<file path="src/rtl/bufg_switch_seq.sv">
// bufg_switch_seq
// Drives the S0/S1/CE0/CE1 pins of a single BUFGCTRL and switches it
// between I0 and I1 without glitches, using a break-before-make sequence:
// drop the old S, then the old CE, wait with nothing selected, then raise
// the new S and finally the new CE.
// Runs on a free-running clock, never on the muxed buffer output.
//
// Optional feature (macro BUFGSW_LOCK_EN): adds a 'lock' input that holds
// req_ready low while asserted. It does not affect a switch already running.

module bufg_switch_seq #(
    parameter int GUARD    = 2,   // cycles between an S change and the matching CE change
    parameter int SETTLE   = 8,   // dead cycles with both inputs deselected
    parameter int INIT_SEL = 0    // input selected out of reset (0 = I0, 1 = I1)
) (
    input  logic clk,
    input  logic rst_n,
    input  logic req_valid,
    input  logic req_sel,
`ifdef BUFGSW_LOCK_EN
    input  logic lock,
`endif
    output logic req_ready,
    output logic s0,
    output logic ce0,
    output logic s1,
    output logic ce1,
    output logic cur_sel,
    output logic busy,
    output logic done
);

    localparam int MAXC = (GUARD > SETTLE) ? GUARD : SETTLE;
    localparam int CW   = $clog2(MAXC + 1);

    localparam logic          INIT_BIT  = (INIT_SEL != 0);
    localparam logic [CW-1:0] GUARD_LD  = CW'(GUARD - 1);
    localparam logic [CW-1:0] SETTLE_LD = CW'(SETTLE - 1);

    // DROP_CE and RAISE_S are folded into the counter expiry of DROP_S and
    // GAP, so the machine only ever visits IDLE, DROP_S, GAP and RAISE_CE.
    typedef enum logic [2:0] {
        IDLE,
        DROP_S,
        DROP_CE,
        GAP,
        RAISE_S,
        RAISE_CE
    } state_t;

    state_t        state;
    logic [CW-1:0] cnt;
    logic          tgt;
    logic          ready_q;
    logic          accept;

    // The lock gate stays combinational so that a raised lock blocks the
    // very next edge, with no one-cycle window where a request slips in.
`ifdef BUFGSW_LOCK_EN
    assign req_ready = ready_q & ~lock;
`else
    assign req_ready = ready_q;
`endif

    assign accept = req_valid & req_ready;

    // Sequencer: owns all pin registers, the countdown and the handshake.
    always_ff @(posedge clk or negedge rst_n) begin
        if (!rst_n) begin
            state   <= IDLE;
            cnt     <= '0;
            tgt     <= INIT_BIT;
            s0      <= ~INIT_BIT;
            ce0     <= ~INIT_BIT;
            s1      <= INIT_BIT;
            ce1     <= INIT_BIT;
            cur_sel <= INIT_BIT;
            busy    <= 1'b0;
            done    <= 1'b0;
            ready_q <= 1'b1;
        end else begin
            done <= 1'b0;
            case (state)
                IDLE: begin
                    if (accept) begin
                        if (req_sel == cur_sel) begin
                            done <= 1'b1;
                        end else begin
                            tgt <= req_sel;
                            if (cur_sel) s1 <= 1'b0;
                            else         s0 <= 1'b0;
                            busy    <= 1'b1;
                            ready_q <= 1'b0;
                            cnt     <= GUARD_LD;
                            state   <= DROP_S;
                        end
                    end
                end
                DROP_S: begin
                    if (cnt != '0) begin
                        cnt <= cnt - 1'b1;
                    end else begin
                        if (cur_sel) ce1 <= 1'b0;
                        else         ce0 <= 1'b0;
                        cnt   <= SETTLE_LD;
                        state <= GAP;
                    end
                end
                GAP: begin
                    if (cnt != '0) begin
                        cnt <= cnt - 1'b1;
                    end else begin
                        if (tgt) s1 <= 1'b1;
                        else     s0 <= 1'b1;
                        cnt   <= GUARD_LD;
                        state <= RAISE_CE;
                    end
                end
                RAISE_CE: begin
                    if (cnt != '0) begin
                        cnt <= cnt - 1'b1;
                    end else begin
                        if (tgt) ce1 <= 1'b1;
                        else     ce0 <= 1'b1;
                        cur_sel <= tgt;
                        busy    <= 1'b0;
                        done    <= 1'b1;
                        ready_q <= 1'b1;
                        state   <= IDLE;
                    end
                end
                default: begin
                    busy    <= 1'b0;
                    ready_q <= 1'b1;
                    state   <= IDLE;
                end
            endcase
        end
    end

endmodule

</file>
<file path="config.mk">
export PLATFORM = sky130hd
export DESIGN_NAME = bufg_switch_seq
export DESIGN_NICKNAME = d
export VERILOG_FILES = /design/src/rtl/bufg_switch_seq.sv
export SDC_FILE = /design/constraint.sdc
export NUM_CORES = 1
export LEC_CHECK = 0
export CORE_AREA = 2 2 58 60
export CTS_CLUSTER_DIAMETER = 50
export DETAILED_ROUTE_END_ITERATION = 8
export DIE_AREA = 0 0 60 62
export SLEW_MARGIN = 15
export SYNTH_ARGS = -nofsm -noshare
export SYNTH_HDL_FRONTEND = slang
export SYNTH_SLANG_ARGS = --single-unit
</file>
<file path="constraint.sdc">
create_clock -name clk -period 3.5 [get_ports clk]
set_clock_uncertainty 0.2 [all_clocks]
set_input_delay 0.35 -clock clk [delete_from_list [all_inputs] [get_ports clk]]
set_output_delay 0.35 -clock clk [all_outputs]
set_load 0.01 [all_outputs]
</file>
==> out/metrics.cfg <==
[run_status]
outcome=completed

[placed_design]
dpl_worst_slack_ns=1.31
dp.cells=144
place.gp.congestion=0.772
place_area_um2=1020
hpwlAfterDp_um=1300
port_buffers=11

[timing]
layout_setup_ws_ns=1.33
fmax_ghz=0.460
slew_violations=0
finalHoldViolations=0
fin_crit_sh_pct=62.1
worstMarginPinSlew_ns=0.697
holdWs_ns=0.271
relSlewSlack_pct=53.4
setup_tns_ns=0
setup_viol=0
period_minus_slack_ns=2.17
rsz0062_at_grt=no

[detailed_routing]
ant_nets=0
vias=698
route.detailed.drc=0
via_per_inst=4.72
drt_wl_total_um=1690
drt-initial-drc-count=29
wl_per_cell_um=11.4
first_pass_iters=4

[logic_synthesis]
yosysMostFrequentCell=dfrtp_1
synth.top_cell.area_share_pct=37.7
yosys-top-cells-area=dfrtp_1 (38%), dfstp_2 (9.1%), nand2_1 (3.9%)
ys_seq_elements=16
syn_nets=95
synth_commonest_cells=dfrtp_1 (13), nand2_1 (9), inv_1 (7), nor2_1 (7)
syn_inst=90
synth_area_leader_cell=dfrtp_1
synth_warnings=0
syn-cell-area_um2=862
async_flop_share_pct=100
ys.flop_type=dfrtp_1
synth-edff-count=0
yosysSeqAreaShare_pct=46.9
ys_types=36
synth_area_per_cell_um2=9.58

[floorplan]
placementRows=21
dieWidth_um=60
die_h_um=62
die-area_um2=3720
start_util_pct=27.1
core_um2=3180
ios=12

[final_layout]
antenna-diode-count=0
seq_area_um2=404
multi_input_area_um2=419
drive_gt1_share_pct=14.7
design_area_um2=1050
syn_to_final_growth_pct=22.2
finish.utilization_pct=33.1
fillCellCount=338
final_cells=148
nets=108

[pwr]
p_leak_nw=0.462
ir_worst_vdd_uv=237
p_per_area_nw_per_um2=863
internal_power_mw=0.552
finalPower_mw=0.909
power_frac_comb_pct=44.5
pwr-share-clk_pct=13.5
swShare_pct=39.2
seq_power_share_pct=42.0
power_switching_mw=0.356

[global_routing]
grt_start_max_net_pins=17
grt_pass1_vias=621
gr-usage-all-layers_pct=11.2
antenna_found_initial=0
overflow=0
grt_pass1_wl_um=2970

[clocking]
htree_levels=1
insertion_delay_ns=0.29
cts_root_buffer=clkbuf_4
cts_resized=0
path_clk_slew_ns=0.09
cts_buffer_depth=2
cts.sinks=16
holdBufCountCts=0
cts_tree=built
post_cts_buffers=0
numCtsBuffers=3

[worst_setup_path]
required_ns=3.49
crit_fanout=9
rrSetupSlack_ns=1.33
reg2reg_depth=6
r2r-end=cnt[0]
regToRegStartpoint=cnt[0]
cp-start-kind=flop
end_kind=flop
cp.arrival_ns=2.16
critical_path_class=reg2reg

[flow_run]
maxCapViolations=0

[min_path]
hp-class=in2async

==> cells in the final DEF (no fill, tap or decap), types with 2 or more instances in the layout <==
cell type        netlist  final
a21o_1                 2      2
a21o_2                 2      2
a21oi_1                4      4
a22o_1                 2      2
clkbuf_4               0      3
clkdlybuf4s50_1        0     11
dfrtp_1               13     13
dfstp_2                3      3
inv_1                  7      7
nand2_1                9      9
nand3b_1               2      2
nor2_1                 7      7
nor3_1                 5      5
nor4_1                 2      2
o21ai_0                5      5
or2b_1                 2      2
or3_1                  2      2
xnor2_1                2      2
==> flip-flops by register name (all words and copies together), names as in the netlist <==
signal and flops:
state 3, s0 1, done 1, busy 1, req_ready 1, ce1 1, cnt 4, cur_sel 1
ce0 1, tgt 1, s1 1
==> power groups by stage <==
| stage | Sequential [mW] | Combinational [mW] | Clock [mW] |
|---|---|---|---|
| floorplan | 0.360 | 0.285 | 0 |
| detailed placement | 0.386 | 0.408 | 0 |
| finish | 0.382 | 0.404 | 0.123 |
| global route | 0.400 | 0.461 | 0.138 |
| CTS | 0.382 | 0.409 | 0.126 |
| global placement | 0.381 | 0.402 | 0 |
==> critical path: stages, from the launching register on <==
cell     delay (ns)
dfrtp_1        0.41
inv_1          0.07
ha_1           0.17
nor3b_2        0.48
nor2_1         0.15
or3_1          0.38
o22a_1         0.21
==> per-layer routing <==
metal / vias to the layer above / GRT usage [%] / share of wire, % / wire [um]
met1: 327 / 14.5 / 48 / 807
met5: - / 0 / 0 / 0
li1: 351 / - / - / -
met4: 0 / 8.57 / 3.4 / 58
met3: 5 / 1.86 / 3.5 / 60
met2: 15 / 16.6 / 45 / 764
==> worst max path at each step <==
stage             start  endpoint  slack (ns)
4_1_cts          cnt[0]    cnt[0]        1.32
2_1_floorplan  state[0]        s0        1.49
3_3_place_gp    req_sel    cnt[2]        1.32
5_1_grt          cnt[0]    cnt[0]        1.17
6_report         cnt[0]    cnt[0]        1.33
3_5_place_dp    req_sel    cnt[2]        1.31
==> final cells by class <==
cell class / instances / area share, %
Tap cell: 46 / 5.46
Sequential cell: 16 / 38.4
Timing Repair Buffer: 11 / 10.5
Inverter: 7 / 2.49
Multi-Input combinational cell: 64 / 39.8
Clock buffer: 4 / 3.44
==> cell families (layout without fill, tap and decap cells) <==
| family | after synthesis | after routing | share of synthesized area, % |
|---|---|---|---|
| AO/OA/AOI/OAI | 23 | 23 | 18.9 |
| XOR/XNOR | 2 | 2 | 2.03 |
| adder cells (fa/ha/maj) | 1 | 1 | 1.45 |
| buffers and inverters | 10 | 22 | 4.50 |
| flip-flops | 16 | 16 | 46.9 |
| multiplexers | 2 | 2 | 2.47 |
| AND/OR/NAND/NOR | 36 | 36 | 23.8 |
No activity file was read; power rests on OpenSTA's default activity.
